**src/rtl/ifetch_unit.sv**
```systemverilog
// Instruction-fetch stage: PC register, next-PC select, req/ack instruction fetch and IR latch.
// Optional IFETCH_ALIGN_CHECK_EN traps misaligned PC targets into a sticky fault.
module ifetch_unit #(
  parameter logic [31:0] RESET_PC = 32'h0000_0000
) (
  input  logic        CLK,
  input  logic        RST,
  input  logic        PCWre,
  input  logic        IRWre,
  input  logic [1:0]  PCSrc,
  input  logic [31:0] rs_data,
  output logic        imem_req,
  output logic [31:0] imem_addr,
  input  logic        imem_ack,
  input  logic [31:0] imem_rdata,
  output logic        if_ready,
  output logic [31:0] pc,
  output logic [31:0] pc_plus4,
  output logic [5:0]  Code,
  output logic [4:0]  rs,
  output logic [4:0]  rt,
  output logic [4:0]  rd,
  output logic [4:0]  sa,
  output logic [15:0] imm,
  output logic        ir_pending,
  output logic        fault
);

  typedef enum logic {S_FETCH, S_VALID} state_t;

  state_t      state_q, state_d;
  logic [31:0] pc_q, pc_d;
  logic [31:0] ir_q, ir_d;
  logic [31:0] buf_q, buf_d;
  logic        stale_q, stale_d;
  logic        pend_q, pend_d;
  logic        fault_q, fault_d;

  logic [31:0] pc4, br_off, next_raw, next_pc;
  logic        pc_we, ir_we, fault_set, active, ack_ok;

  always_comb begin
    pc4    = pc_q + 32'd4;
    br_off = {{14{ir_q[15]}}, ir_q[15:0], 2'b00};
    case (PCSrc)
      2'd0:    next_raw = pc4;
      2'd1:    next_raw = pc4 + br_off;
      2'd2:    next_raw = rs_data;
      default: next_raw = {pc4[31:28], ir_q[25:0], 2'b00};
    endcase
`ifdef IFETCH_ALIGN_CHECK_EN
    next_pc   = next_raw;
    active    = !fault_q;
    fault_set = active && PCWre && (next_raw[1:0] != 2'b00);
    pc_we     = active && PCWre && (next_raw[1:0] == 2'b00);
    ir_we     = active && IRWre;
`else
    next_pc   = next_raw & ~32'h3;
    active    = 1'b1;
    fault_set = 1'b0;
    pc_we     = PCWre;
    ir_we     = IRWre;
`endif
  end

  always_comb begin
    state_d = state_q;
    pc_d    = pc_q;
    ir_d    = ir_q;
    buf_d   = buf_q;
    stale_d = stale_q;
    pend_d  = pend_q;
    fault_d = fault_q | fault_set;
    // A redirect on the ack edge also invalidates the returning word.
    ack_ok  = active && (state_q == S_FETCH) && imem_ack && !stale_q && !pc_we;

    if (pc_we) pc_d = next_pc;

    if (active) begin
      case (state_q)
        S_FETCH: begin
          if (imem_ack) begin
            stale_d = 1'b0;
            if (ack_ok) begin
              buf_d   = imem_rdata;
              state_d = S_VALID;
            end
          end else if (pc_we) begin
            stale_d = 1'b1;
          end
        end
        default: if (pc_we) state_d = S_FETCH;
      endcase
    end

    if (ir_we && (state_q == S_VALID)) begin
      ir_d = buf_q;
    end else if (ack_ok && (pend_q || ir_we)) begin
      ir_d   = imem_rdata;
      pend_d = 1'b0;
    end else if (ir_we) begin
      pend_d = 1'b1;
    end
  end

  always_ff @(posedge CLK) begin
    if (!RST) begin
      state_q <= S_FETCH;
      pc_q    <= RESET_PC;
      ir_q    <= 32'h0;
      buf_q   <= 32'h0;
      stale_q <= 1'b0;
      pend_q  <= 1'b0;
      fault_q <= 1'b0;
    end else begin
      state_q <= state_d;
      pc_q    <= pc_d;
      ir_q    <= ir_d;
      buf_q   <= buf_d;
      stale_q <= stale_d;
      pend_q  <= pend_d;
      fault_q <= fault_d;
    end
  end

  assign imem_req   = (state_q == S_FETCH) && !fault_q;
  assign imem_addr  = pc_q;
  assign if_ready   = (state_q == S_VALID);
  assign pc         = pc_q;
  assign pc_plus4   = pc4;
  assign Code       = ir_q[31:26];
  assign rs         = ir_q[25:21];
  assign rt         = ir_q[20:16];
  assign rd         = ir_q[15:11];
  assign sa         = ir_q[10:6];
  assign imm        = ir_q[15:0];
  assign ir_pending = pend_q;
  assign fault      = fault_q;

endmodule

```
**config.mk**
```make
export PLATFORM = sky130hd
export DESIGN_NAME = ifetch_unit
export DESIGN_NICKNAME = d
export VERILOG_FILES = /design/src/rtl/ifetch_unit.sv
export SDC_FILE = /design/constraint.sdc
export NUM_CORES = 1
export LEC_CHECK = 0
export ABC_CLOCK_PERIOD_IN_PS = 5000
export CORE_ASPECT_RATIO = 0.9
export CORE_UTILIZATION = 40
export CTS_CLUSTER_SIZE = 16
export DETAILED_ROUTE_END_ITERATION = 10
export HOLD_SLACK_MARGIN = 0.06
export PLACE_DENSITY_LB_ADDON = 0.12
export SYNTH_ARGS = -nofsm -noshare
export SYNTH_HDL_FRONTEND = slang
export SYNTH_SLANG_ARGS = --single-unit
export TNS_END_PERCENT = 30
```
**constraint.sdc**
```tcl
create_clock -name CLK -period 5 [get_ports CLK]
set_clock_uncertainty 0.2 [all_clocks]
set_input_delay 0.5 -clock CLK [delete_from_list [all_inputs] [get_ports CLK]]
set_output_delay 0.5 -clock CLK [all_outputs]
set_load 0.05 [all_outputs]
```
Word level (Yosys, flattened, before mapping)
Cells that the tools add are included. W data, S select, Z words.

Divide/modulo/power cells: 0. Magnitude comparators: 0. Reductions and logical operators: 15. Multiplexer cells: 11. Shifts and indexed selects: 0. Multipliers: 0. Bitwise gates (word level): 2. Eq/ne operators: 2. $add $sub $neg: 2.

Operator list (count): $pmux W32 S3 (1); $mux W32 (2); $add A32 B3 Y32 const B (1); $add A32 B32 Y32 (1); $mux W1 (8); $reduce_bool A2 Y1 (3); $logic_and A1 B1 Y1 (5); $reduce_and A2 Y1 (2); $reduce_and A3 Y1 (1); $eq A2 B1 Y1 const B (1); $eq A2 B2 Y1 const B (1); $logic_not A1 Y1 (2); $logic_not A2 Y1 (1); $not A1 Y1 (2); $logic_or A1 B1 Y1 (1).

Input port bits: 71. Bits in read-only memories: 0. Latch bits: 0. Memories: 0. Bits in writable memories: 0. Flip-flop bits (word level): 97.

Logic depth before layout (Yosys ltp)
Depth after elaboration: 7. Depth in mapped cells: 15.

Worst setup path before layout
OpenSTA, ideal clock, no wires.

Kind: register to register. From: register pc_q[4], in the netlist imem_addr[4]. To: register pc_q[20], in the netlist imem_addr[20]. Required time: 4683 ps. Path slack: -136 ps. Clock period less this slack: 5136 ps. Setup time: 117 ps. Data arrival time: 4820 ps. Stages on the path, launching flop included: 15. Cell sequence: dfxtp_1 -> and4_2 -> nand4_1 -> nor2_1 -> nand3_1 -> xnor2_1 -> ha_1 -> clkbuf_1 -> and3_1 -> a221o_1 -> a21oi_1 -> o41ai_2 -> xor2_1 -> mux4_2 -> a22o_1.

Word-level cells in the longest chain between the ends: 3.

RTL lines: start, declared (line 32) `logic [31:0] pc_q, pc_d;`; start signal, assigned (line 117) `pc_q <= pc_d;`; $add A32 B3 Y32 (line 43) `pc4 = pc_q + 32'd4;`; net pc_plus4[18] (line 18) `output logic [31:0] pc_plus4,`; $add A32 B32 Y32 (line 47) `2'd1: next_raw = pc4 + br_off;`; $pmux W32 S3 (line 45) `case (PCSrc)`.

The timed path passes the listed nets, and every way through them passes these cells. A chain may end at the register's enable or synchronous reset.

Worst setup path after layout
From: register pc_q[2], in the netlist imem_addr[2]. To: register pc_q[20], in the netlist imem_addr[20].

Word-level cells in the longest chain between the ends: 3.

RTL lines (line): $add A32 B3 Y32 (*) (43); $add A32 B32 Y32 (47); $pmux W32 S3 (*) (45).

Mark *: on every way between the ends. The rest lies on a longest branch, timed or not.

==> flow_summary.json <==
{
  "dieArea_mm2": 0.0179,
  "die_w_um": 141,
  "final_cells": 1263,
  "coreArea_mm2": 0.0169,
  "dp_cells": 1246,
  "grt_pass1_vias": 6204,
  "die_y_um": 127,
  "setup_viol": 0,
  "syn_area_per_cell_um2": 7.85,
  "area_growth_pct": 32.3,
  "via_count": 6966,
  "power_density_mw_per_mm2": 272,
  "critPathLaunchType": "flop",
  "hold_class": "reg -> reg",
  "pre_cts_ws_ps": 674,
  "post-route-period-util_pct": 88.1,
  "synthMuxAreaShare_pct": 7.57,
  "hpwl_mm": 16.5,
  "syn_inst": 887,
  "reg2reg_depth": 14,
  "synth_sequential_area_ratio_pct": 27.9,
  "first_pass_iters": 5,
  "crit_family": "simple AND/OR/NAND/NOR gates",
  "n_fill_cell": 1619,
  "drc_errors": 0,
  "antenna_found_initial": 1,
  "initial_core_util_pct": 41.1,
  "final_nets": 1129,
  "worst-endpoint-required_ps": 5050,
  "run_status": "finished clean",
  "synth-xor-area-share_pct": 6.43,
  "netlist_area_mm2": 0.00696,
  "insertion_delay_ps": 350,
  "synth_top_family_by_area": "simple AND/OR/NAND/NOR gates",
  "timing.final.crit_period_ps": 4410,
  "gp_congestion": 0.930,
  "hold_viol_final": 0,
  "io_buffers": 203,
  "clock-sinks": 97,
  "worst_path_max_delay_cell": "dfxtp_1",
  "clk_path_buf_depth": 2,
  "cts_tree": "done",
  "synth-simple-area-share_pct": 21.5,
  "synth_most_common_cell": "nand2_1",
  "p_leak_nw": 3.45,
  "vdd_drop_max_v": 0.000204,
  "reg2reg_slack_ps": 590,
  "cp_max_fo": 9,
  "synthDistinctLibCells": 69,
  "yosysTopAreaCell": "dfxtp_1",
  "drtIter0Drc": 460,
  "htree_levels": 3,
  "io_pins": 213,
  "rows": 45,
  "synth_edf_count": 0,
  "postLayoutCellArea_mm2": 0.00921,
  "cts_resized": 0,
  "setup_tns_ps": 0,
  "worstPathCellList": "ha_1 -> nand4_1 -> buf_4 -> nor2_1 -> nand3_1 -> xnor2_2 -> ha_1 -> and3_1 -> a221o_1 -> a21oi_1 -> o41ai_2 -> xor2_1 -> mux4_2 -> a22o_1",
  "hp-start": "buf_q[31]$_SDFFE_PN0P_",
  "ys.flop_type": "dfxtp_1",
  "ant_nets": 0,
  "wire_per_inst_um": 17.6,
  "grt_usage_pct": 24.5,
  "final_core_util_pct": 54.3,
  "hold_buffers": 0,
  "synthArstFlopShare_pct": 0,
  "cpPeakStageDelay_ps": 530,
  "synthAdderAreaFrac_pct": 6.58,
  "grt_pass1_wl_mm": 34.3,
  "postSynthRegisterBits": 97,
  "criticalPathCategory": "reg -> reg",
  "worst_pin_slew_ps": 899,
  "routed_wl_mm": 22.2,
  "hold_end": "buf_q[31]$_SDFFE_PN0P_",
  "synth_compound_area_share_pct": 20.7,
  "dpl_cell_area_mm2": 0.00891,
  "netlist_top_cells_count": "nand2_1, dfxtp_1, a21oi_1",
  "cts_setup_buffers": 0,
  "clkSlewWorstSetupHoldPaths_ps": 80,
  "drive_gt1_share_pct": 6.91,
  "rsz0062_at_grt": "false",
  "cts_buffers": 9,
  "grt_overflow_total": 0,
  "vias_per_cell": 5.52,
  "min_path_cells": 2,
  "yosys_warnings": 0,
  "cts_root_buf": "clkbuf_16",
  "maxSlewViolCount": 0,
  "grt_max_degree": 73,
  "r2r-start": "imem_addr[2]$_SDFFE_PN0P_",
  "arrival_ps": 4460,
  "synthTopCellsByArea": "dfxtp_1, nand2_1, ha_1",
  "critPathCaptureType": "flop",
  "fmax_mhz": 227,
  "maxSlewHeadroom_pct": 40.0,
  "setup_ws_ps": 593,
  "worst_path_most_repeated_cell": "ha_1",
  "path_buf_inv": 1,
  "synth.top_cell.area_share_pct": 27.9,
  "timing.rr.end": "imem_addr[20]$_SDFFE_PN0P_",
  "drv_cap": 0
}
## report_power, final
part / switching, mW / internal, mW / total (mW)
clock: 0.349 / 0.354 / 0.703
sequential: 0.0761 / 0.823 / 0.899
combinational: 0.570 / 0.329 / 0.899
total: 0.995 / 1.51 / 2.50
## placed cells by master, fill, tap and decap left out, types with 6 or more instances in the layout
master           count
buf_4               20
nand4_1             15
conb_1               7
dfxtp_1             97
nand3_1             50
inv_1               17
a211oi_1             8
nor2_1              79
a311oi_1            33
xnor2_1             34
ha_1                35
mux4_2              13
a21oi_1             79
o31ai_1              7
a22o_1               8
nand2_1            142
clkbuf_16            9
o21ai_0             30
o21a_1               6
clkdlybuf4s50_1    202
xor2_1              13
a21o_1               6
mux2i_1             20
## worst max path at each step
stage               slack, ps  cells past startpoint                      start                          to
floorplan                  30                     14  imem_addr[5]$_SDFFE_PN0P_  imem_addr[20]$_SDFFE_PN0P_
global placement          720                     14  imem_addr[2]$_SDFFE_PN0P_  imem_addr[20]$_SDFFE_PN0P_
detailed placement        670                     14  imem_addr[2]$_SDFFE_PN0P_  imem_addr[20]$_SDFFE_PN0P_
CTS                       650                     14  imem_addr[2]$_SDFFE_PN0P_  imem_addr[20]$_SDFFE_PN0P_
global route              440                     14  imem_addr[2]$_SDFFE_PN0P_  imem_addr[20]$_SDFFE_PN0P_
finish                    590                     14  imem_addr[2]$_SDFFE_PN0P_  imem_addr[20]$_SDFFE_PN0P_
## per-layer routing
layer	GRT usage [%]	up-vias	wire, um
li1	-	3419	-
met1	33.8	3276	10400
met2	37.5	237	10000
met3	5.13	34	1260
met4	9.08	0	554
met5	0	-	0
## worst min-delay path, stage by stage (launching register included)
cell	delay (ps)
dfxtp_1	310
nand2_1	50
a21oi_1	50
## flip-flops by register name (all words and copies together) (netlist names)
name	count
imem_addr	30
if_ready	1
buf_q	32
ir_q	32
stale_q	1
ir_pending	1
## kinds of logic after synthesis
group	Yosys count
AOI/OAI and AO/OA	217
other	1
adders and majority gates	36
and+or+nand+nor	328
DFF	97
muxes	36
xor gates and xnor gates	49
buffers and inverters	123
## stage by stage
stage	hold slack [ps]	power, mW
final	255	2.50
after global routing	273	2.61
after detailed placement	247	1.81
after CTS	258	2.52
after floorplan	237	1.53
after global placement	243	1.81
## cell type report
type	count	area (um^2)	area share [%]
Multi-Input combinational cell	673	4430	48.1
Clock inverter	7	75.1	0.815
Inverter	18	67.6	0.734
Sequential cell	97	1940	21.1
Tap cell	235	294	3.19
Timing Repair Buffer	223	2180	23.6
Clock buffer	9	225	2.45
Antenna cell	1	2.50	0.0272
Power figures use the tool's default switching activity.
